### src/rtl/zigzag_rle.sv
// Zigzag-ordered 8x8 coefficient block -> JPEG DC-diff / AC (run,size,amp) / ZRL / EOB symbols.
// One-cycle latency through a single output register; input stalls while ZRLs are flushed.
module zigzag_rle #(
   parameter int COEF_W = 11,
   parameter int AMP_W  = 12
) (
   input  logic                     clk,
   input  logic                     rst_n,
   input  logic                     dc_clear,
   input  logic                     in_valid,
   output logic                     in_ready,
   input  logic signed [COEF_W-1:0] in_data,
   output logic                     out_valid,
   input  logic                     out_ready,
   output logic                     out_is_dc,
   output logic [3:0]               out_run,
   output logic [3:0]               out_size,
   output logic [AMP_W-1:0]         out_amp,
   output logic                     out_last
);

   typedef enum logic [1:0] {ST_DC, ST_AC, ST_FLUSH} state_e;

   function automatic logic [3:0] mag_size(input logic signed [AMP_W-1:0] v);
      logic [AMP_W-1:0] mag;
      mag_size = '0;
      mag = v[AMP_W-1] ? -v : v;
      for (int i = 0; i < AMP_W; i++)
         if (mag[i]) mag_size = 4'(i + 1);
   endfunction

   // Negative values are sent as (v-1) truncated to size bits.
   function automatic logic [AMP_W-1:0] amp_bits(input logic signed [AMP_W-1:0] v,
                                                 input logic [3:0] s);
      logic [AMP_W-1:0] raw;
      raw = v[AMP_W-1] ? (v - AMP_W'(1)) : v;
      amp_bits = raw & ~({AMP_W{1'b1}} << s);
   endfunction

   state_e                   state_q, state_d;
   logic [5:0]               idx_q, idx_d;
   logic [3:0]               zero_run_q, zero_run_d;
   logic [1:0]               zrl_cnt_q, zrl_cnt_d;
   logic signed [COEF_W-1:0] dc_pred_q, dc_pred_d;
   logic [3:0]               lat_run_q, lat_run_d, lat_size_q, lat_size_d;
   logic [AMP_W-1:0]         lat_amp_q, lat_amp_d;
   logic                     lat_last_q, lat_last_d;
   logic                     out_valid_q, out_is_dc_q, out_last_q;
   logic [3:0]               out_run_q, out_size_q;
   logic [AMP_W-1:0]         out_amp_q;

   logic                     adv, accept, emit, e_is_dc, e_last;
   logic [3:0]               e_run, e_size, coef_size, diff_size;
   logic [AMP_W-1:0]         e_amp;
   logic signed [AMP_W-1:0]  coef_ext, pred_ext, dc_diff;

   assign adv      = !out_valid_q || out_ready;
   assign in_ready = rst_n && (state_q != ST_FLUSH) && adv;
   assign accept   = in_valid && in_ready;

   assign coef_ext  = {{(AMP_W-COEF_W){in_data[COEF_W-1]}}, in_data};
   assign pred_ext  = dc_clear ? '0 : {{(AMP_W-COEF_W){dc_pred_q[COEF_W-1]}}, dc_pred_q};
   assign dc_diff   = coef_ext - pred_ext;
   assign coef_size = mag_size(coef_ext);
   assign diff_size = mag_size(dc_diff);

   always_comb begin
      state_d    = state_q;
      idx_d      = idx_q;
      zero_run_d = zero_run_q;
      zrl_cnt_d  = zrl_cnt_q;
      dc_pred_d  = dc_clear ? '0 : dc_pred_q;
      lat_run_d  = lat_run_q;
      lat_size_d = lat_size_q;
      lat_amp_d  = lat_amp_q;
      lat_last_d = lat_last_q;
      emit       = 1'b0;
      e_is_dc    = 1'b0;
      e_run      = '0;
      e_size     = '0;
      e_amp      = '0;
      e_last     = 1'b0;
      case (state_q)
         ST_DC: if (accept) begin
            idx_d      = idx_q + 6'd1;
            dc_pred_d  = in_data;
            zero_run_d = '0;
            zrl_cnt_d  = '0;
            emit       = 1'b1;
            e_is_dc    = 1'b1;
            e_size     = diff_size;
            e_amp      = amp_bits(dc_diff, diff_size);
            state_d    = ST_AC;
         end
         ST_AC: if (accept) begin
            idx_d = idx_q + 6'd1;
            if (in_data == '0) begin
               if (idx_q == 6'd63) begin
                  emit       = 1'b1;
                  e_last     = 1'b1;
                  zero_run_d = '0;
                  zrl_cnt_d  = '0;
                  state_d    = ST_DC;
               end else if (zero_run_q == 4'd15) begin
                  zero_run_d = '0;
                  if (zrl_cnt_q != 2'd3) zrl_cnt_d = zrl_cnt_q + 2'd1;
               end else begin
                  zero_run_d = zero_run_q + 4'd1;
               end
            end else if (zrl_cnt_q == '0) begin
               emit       = 1'b1;
               e_run      = zero_run_q;
               e_size     = coef_size;
               e_amp      = amp_bits(coef_ext, coef_size);
               e_last     = (idx_q == 6'd63);
               zero_run_d = '0;
               if (idx_q == 6'd63) state_d = ST_DC;
            end else begin
               // First ZRL goes out in the accept slot; the rest plus the symbol drain in FLUSH.
               emit       = 1'b1;
               e_run      = 4'd15;
               zrl_cnt_d  = zrl_cnt_q - 2'd1;
               lat_run_d  = zero_run_q;
               lat_size_d = coef_size;
               lat_amp_d  = amp_bits(coef_ext, coef_size);
               lat_last_d = (idx_q == 6'd63);
               zero_run_d = '0;
               state_d    = ST_FLUSH;
            end
         end
         ST_FLUSH: if (adv) begin
            emit = 1'b1;
            if (zrl_cnt_q != '0) begin
               e_run     = 4'd15;
               zrl_cnt_d = zrl_cnt_q - 2'd1;
            end else begin
               e_run   = lat_run_q;
               e_size  = lat_size_q;
               e_amp   = lat_amp_q;
               e_last  = lat_last_q;
               state_d = lat_last_q ? ST_DC : ST_AC;
            end
         end
         default: state_d = ST_DC;
      endcase
   end

   always_ff @(posedge clk or negedge rst_n) begin
      if (!rst_n) begin
         state_q     <= ST_DC;
         idx_q       <= '0;
         zero_run_q  <= '0;
         zrl_cnt_q   <= '0;
         dc_pred_q   <= '0;
         lat_run_q   <= '0;
         lat_size_q  <= '0;
         lat_amp_q   <= '0;
         lat_last_q  <= 1'b0;
         out_valid_q <= 1'b0;
         out_is_dc_q <= 1'b0;
         out_run_q   <= '0;
         out_size_q  <= '0;
         out_amp_q   <= '0;
         out_last_q  <= 1'b0;
      end else begin
         state_q    <= state_d;
         idx_q      <= idx_d;
         zero_run_q <= zero_run_d;
         zrl_cnt_q  <= zrl_cnt_d;
         dc_pred_q  <= dc_pred_d;
         lat_run_q  <= lat_run_d;
         lat_size_q <= lat_size_d;
         lat_amp_q  <= lat_amp_d;
         lat_last_q <= lat_last_d;
         if (emit) begin
            out_valid_q <= 1'b1;
            out_is_dc_q <= e_is_dc;
            out_run_q   <= e_run;
            out_size_q  <= e_size;
            out_amp_q   <= e_amp;
            out_last_q  <= e_last;
         end else if (out_ready) begin
            out_valid_q <= 1'b0;
         end
      end
   end

   assign out_valid = out_valid_q;
   assign out_is_dc = out_is_dc_q;
   assign out_run   = out_run_q;
   assign out_size  = out_size_q;
   assign out_amp   = out_amp_q;
   assign out_last  = out_last_q;

endmodule
### config.mk
export PLATFORM = sky130hd
export DESIGN_NAME = zigzag_rle
export DESIGN_NICKNAME = d
export VERILOG_FILES = /design/src/rtl/zigzag_rle.sv
export SDC_FILE = /design/constraint.sdc
export NUM_CORES = 1
export LEC_CHECK = 0
export CORE_MARGIN = 3
export CORE_UTILIZATION = 60
export DETAILED_ROUTE_END_ITERATION = 12
export PLACE_DENSITY = 0.82
export SLEW_MARGIN = 20
export SYNTH_ARGS = -nofsm -noshare
export SYNTH_HDL_FRONTEND = slang
export SYNTH_SLANG_ARGS = --single-unit
### constraint.sdc
create_clock -name clk -period 4.6 [get_ports clk]
set_clock_uncertainty 0.05 [all_clocks]
set_input_delay 0.69 -clock clk [delete_from_list [all_inputs] [get_ports clk]]
set_output_delay 0.69 -clock clk [all_outputs]
set_load 0.05 [all_outputs]
# Word-level counts from Yosys, hierarchy flattened
# Cells that the tools add are included.
# totals
register_bits	69
input_bits	16
output_inout_bits	24
elab_cells	156
# classes
add_sub_neg	9
n_eq_ne	14
shifts	2
mux	92
bitwise_logic	6
n_reduce_logical	18
# op_table
cell	n
4-bit 2-to-1 mux	37
12-bit 2-to-1 mux	11
12-bit case mux with 3 select lines	1
2-bit 2-to-1 mux	17
11-bit 2-to-1 mux	3
12-bit AND	2
12-bit NOT	2
12-bit by 4-bit left shift with 12-bit output (first input constant)	2
1-bit 2-to-1 mux	16
4-bit case mux with 2 select lines	2
2-bit inequality test (second input constant)	7
11-bit negator with 12-bit output	1
12-bit negator	1
2-bit case mux with 3 select lines	2
4-bit case mux with 3 select lines	1
11-bit by 12-bit subtractor with 12-bit output	1
11-bit by 2-bit subtractor with 12-bit output (second input constant)	1
12-bit by 2-bit subtractor with 12-bit output (second input constant)	1
11-bit logical NOT	1
4-bit inequality test (second input constant)	2
4-bit AND reduction	2
8-bit AND reduction	1
6-bit by 1-bit adder with 6-bit output (second input constant)	1
6-bit == test (second input constant)	1
19 further kinds	25

# Depth between registers and ports, before layout
# depth
word_depth	21
mapped_depth	15
depth_no_buf	15

# Worst setup path before layout
# Ideal clock, no wire load.
# synth_path
path_type	input to register
startpoint	input port dc_clear
endpoint	register out_amp_q[0] (netlist: out_amp[0])
arrival_ns	3.761
slack_ns	0.661
path_stages	14
path_buffers	0
path_cell_list	nor2b_1 ha_1 inv_1 fa_1 a21o_1 a21oi_1 xor2_1 o2111ai_1 nor4b_4 nand4_1 o211a_4 or4_4 o211ai_2 a31oi_1
# synth_via
elab_chain_len	21
elab_cells_between_ends	23
# synth_rtl
element	line_no	rtl
start, declared	9	input logic dc_clear,
12-bit 2-to-1 mux *	62	assign pred_ext = dc_clear ? '0 : {{(AMP_W-COEF_W){dc_pred_q[COEF_W-1]}}, dc_pred_q};
11-bit by 12-bit subtractor with 12-bit output *	63	assign dc_diff = coef_ext - pred_ext;
12-bit negator	27	mag = v[AMP_W-1] ? -v : v;
12-bit 2-to-1 mux	27	
1-bit 2-to-1 mux	29	if (mag[i]) mag_size = 4'(i + 1);
4-bit 2-to-1 mux (11 in a row)	29	
12-bit by 4-bit left shift with 12-bit output	37	amp_bits = raw & ~({AMP_W{1'b1}} << s);
12-bit NOT	37	
12-bit AND *	37	
12-bit 2-to-1 mux *	84	ST_DC: if (accept) begin
12-bit case mux with 3 select lines *	83	case (state_q)
end signal, assigned	180	out_amp_q <= e_amp;
end, declared	50	logic [AMP_W-1:0] out_amp_q;
# Every way passes the cells marked *; elsewhere a longest branch is shown, timed or not.
# A chain may end at the register's enable or synchronous reset.

# Worst setup path after layout
# Ends and elaborated chain as after synthesis.

==> flow_metrics.env <==
export IMPL_outcome="complete, no violations"
export IMPL_yosysTopAreaCell="dfrtp_1"
export IMPL_vdd_ir_drop_worst_uv=243.9
export IMPL_worst_setup_path_start_kind="input pin"
export IMPL_final_common_cell="nand2_1"
export IMPL_num_vias=5665
export IMPL_hp_class="reg -> reg"
export IMPL_tritoncts="built"
export IMPL_die_w_um=100.4
export IMPL_path_clk_slew_ps=80
export IMPL_gr_total_overflow=0
export IMPL_hold_violations=0
export IMPL_avgViaCountPerCell=6.430
export IMPL_place_hpwl_um=12380
export IMPL_synth_ff_type="dfrtp_1"
export IMPL_arrival_ps=4540
export IMPL_ys_warnings_count=0
export IMPL_clock_path_buffers=2
export IMPL_worstPathRequired_ps=4790
export IMPL_num_rows=33
export IMPL_fill_cells=590
export IMPL_final_cell_mix="nand2_1 (131), buf_4 (75), dfrtp_1 (69)"
export IMPL_utilization=0.7790
export IMPL_gr_usage_all_layers=0.3360
export IMPL_first_global_vias=5522
export IMPL_routedWlPerCell_um=18.85
export IMPL_antenna_found_initial=0
export IMPL_ys_seq_elements=69
export IMPL_synth_edf_count=0
export IMPL_htreeDepth=3
export IMPL_fin_nets=811
export IMPL_cp_end_kind="flop"
export IMPL_drt_first_pass_iters=9
export IMPL_ff_latch_area_sq_um=1727
export IMPL_syn_nets=715
export IMPL_post_route_min_period_ps=4352
export IMPL_wl_um=16610
export IMPL_drive_above_1_share=0.1624
export IMPL_fmax_mhz=229.8
export IMPL_first_iter_violations=550
export IMPL_die_area_sq_um=10070
export IMPL_syn_inst=676
export IMPL_grt_first_pass_wirelength_um=26920
export IMPL_ant_nets=0
export IMPL_gp_congestion=0.9365
export IMPL_core_sq_um=8423
export IMPL_finalSetupViolCount=0
export IMPL_rsz0062_at_grt="yes"
export IMPL_die_y_um=100.4
export IMPL_initial_core_util=0.6341
export IMPL_syn_to_final_growth_pct=22.84
export IMPL_drc=0
export IMPL_cp_max_fo=7
export IMPL_min_period_over_period=0.9462
export IMPL_power_leakage_nw=2.881
export IMPL_slew_headroom=0.4052
export IMPL_syn_area_sq_um=5341
export IMPL_worstSkewPairLatency_ps=350
export IMPL_synthTopCellsByArea="dfrtp_1 (32%), nand2_1 (9.2%), ha_1 (5.2%), o21ai_0 (5.1%), xnor2_1 (4.4%)"
export IMPL_synth_top_area_frac=0.3233
export IMPL_hold_slack_ps=417.2
export IMPL_synthArstFlopShare=1.000
export IMPL_multi_input_area_sq_um=3462
export IMPL_maxCapViolCount=0
export IMPL_grt_max_degree=70
export IMPL_portBuffers=39
export IMPL_yosysUniqueCellTypes=69
export IMPL_ios=40
export IMPL_crit_type="in -> reg"
export IMPL_slew_viol_final=0
export IMPL_root_buffer="clkbuf_8"
export IMPL_power_density_nw_per_um2=497.5
export IMPL_cts_buffers=9
export IMPL_r2r_slack_ps=790
export IMPL_antenna_cells=0
export IMPL_syn_area_per_cell_sq_um=7.901
export IMPL_yosysSeqAreaShare=0.3233
export IMPL_tightest_slew_ps=892.2
export IMPL_holdBufCountCts=0
export IMPL_clkSinkCount=69
power by group:
part | total [W] | internal (W) | leakage [nW] | switching [W]
Clock | 0.000508 | 0.000262 | 0.0992 | 0.000246
Combinational | 0.00184 | 0.000680 | 1.88 | 0.00116
Sequential | 0.000914 | 0.000795 | 0.906 | 0.000118
Total | 0.00326 | 0.00174 | 2.88 | 0.00153
critical path: stages:
cell	delay, ps
clkdlybuf4s50_1	490
nor2b_1	210
ha_1	200
inv_1	60
fa_1	410
a21o_1	260
a21oi_2	260
xor2_1	250
o2111ai_2	200
buf_4	200
nor2_1	150
nand3_1	160
and2_1	200
or4_4	550
o211ai_2	150
a31oi_1	100
logic make-up (layout without fill, tap and decap cells):
group	after synthesis	after routing	synth area share
XOR/XNOR	43	43	0.07473
flip-flops	69	69	0.3233
AO/OA/AOI/OAI	188	188	0.2446
AND/OR/NAND/NOR	298	298	0.2586
multiplexers	3	3	0.006324
buffers and inverters	52	152	0.03724
adder cells (fa/ha/maj)	23	23	0.05528
final timing paths:
path | start | endpoint | cells past startpoint
setup / recovery | dc_clear | out_amp[0] | 16
hold / removal | out_amp[11] | out_amp[11] | 2
setup reg to reg | dc_pred_q[0] | out_amp[0] | 15
hold reg to reg | out_amp[11] | out_amp[11] | 2
max in group asynchronous | rst_n | dc_pred_q[4] | 2
min in group asynchronous | rst_n | out_amp[5] | 2
stage by stage:
| stage | setup TNS, ps | setup WS (ps) | instance area [sq um] | power, W | std cells |
|---|---|---|---|---|---|
| 4_1_cts | 0 | 189.7 | 6507 | 0.003220 | 880 |
| 6_report | 0 | 247.5 | 6561 | 0.003264 | 881 |
| 2_1_floorplan | 0 | 661.0 | 5341 | 0.002090 | 676 |
| 3_3_place_gp | -28.25 | -15.50 | 6317 | 0.002661 | 865 |
| 3_5_place_dp | -1290 | -165.1 | 6317 | 0.002712 | 865 |
| 5_1_grt | -27.84 | -13.99 | 6561 | 0.003454 | 881 |
cell type report:
class | instances | share of cell area
Clock buffer | 11 | 0.02155
Sequential cell | 69 | 0.2632
Inverter | 22 | 0.01259
Timing Repair Buffer | 115 | 0.1476
Multi-Input combinational cell | 555 | 0.5277
Clock inverter | 4 | 0.007437
Tap cell | 105 | 0.02002
sequential cells by signal, summed over array words and instances (netlist names):
register and cells:
out_amp 12, idx_q 6, dc_pred_q 11, out_run 4
lat_size_q 4, out_size 4, zero_run_q 4, lat_last_q 1
out_is_dc 1, lat_run_q 4, out_valid 1, zrl_cnt_q 2
state_q 2, out_last 1, lat_amp_q 12
routing by layer:
layer	wire length (um)	global-route usage	vias up	part of all wire
li1	-	-	2603	-
met1	6852	0.4457	2661	0.41
met2	7684	0.5428	328	0.46
met3	1474	0.06602	73	0.089
met4	598	0.1295	0	0.036
met5	0	0	-	0
Yosys cell counts (13+ instances only):
library cell and instances:
xor2_1 13, nand2_1 131, nor2_1 58, xnor2_1 27
clkbuf_1 23, a221oi_1 14, ha_1 22, o21ai_0 54
inv_1 22, nand2b_1 15, a21oi_1 31, dfrtp_1 69
nand3_1 23, nor3_1 16
timing repair:
| item | 4_1_cts | 5_1_grt |
|---|---|---|
| resized for setup | 0 | 9 |
| setup buffers | 0 | 1 |
| endpoints found under the setup margin | 0 | 14 |
Power figures use the tool's default switching activity.
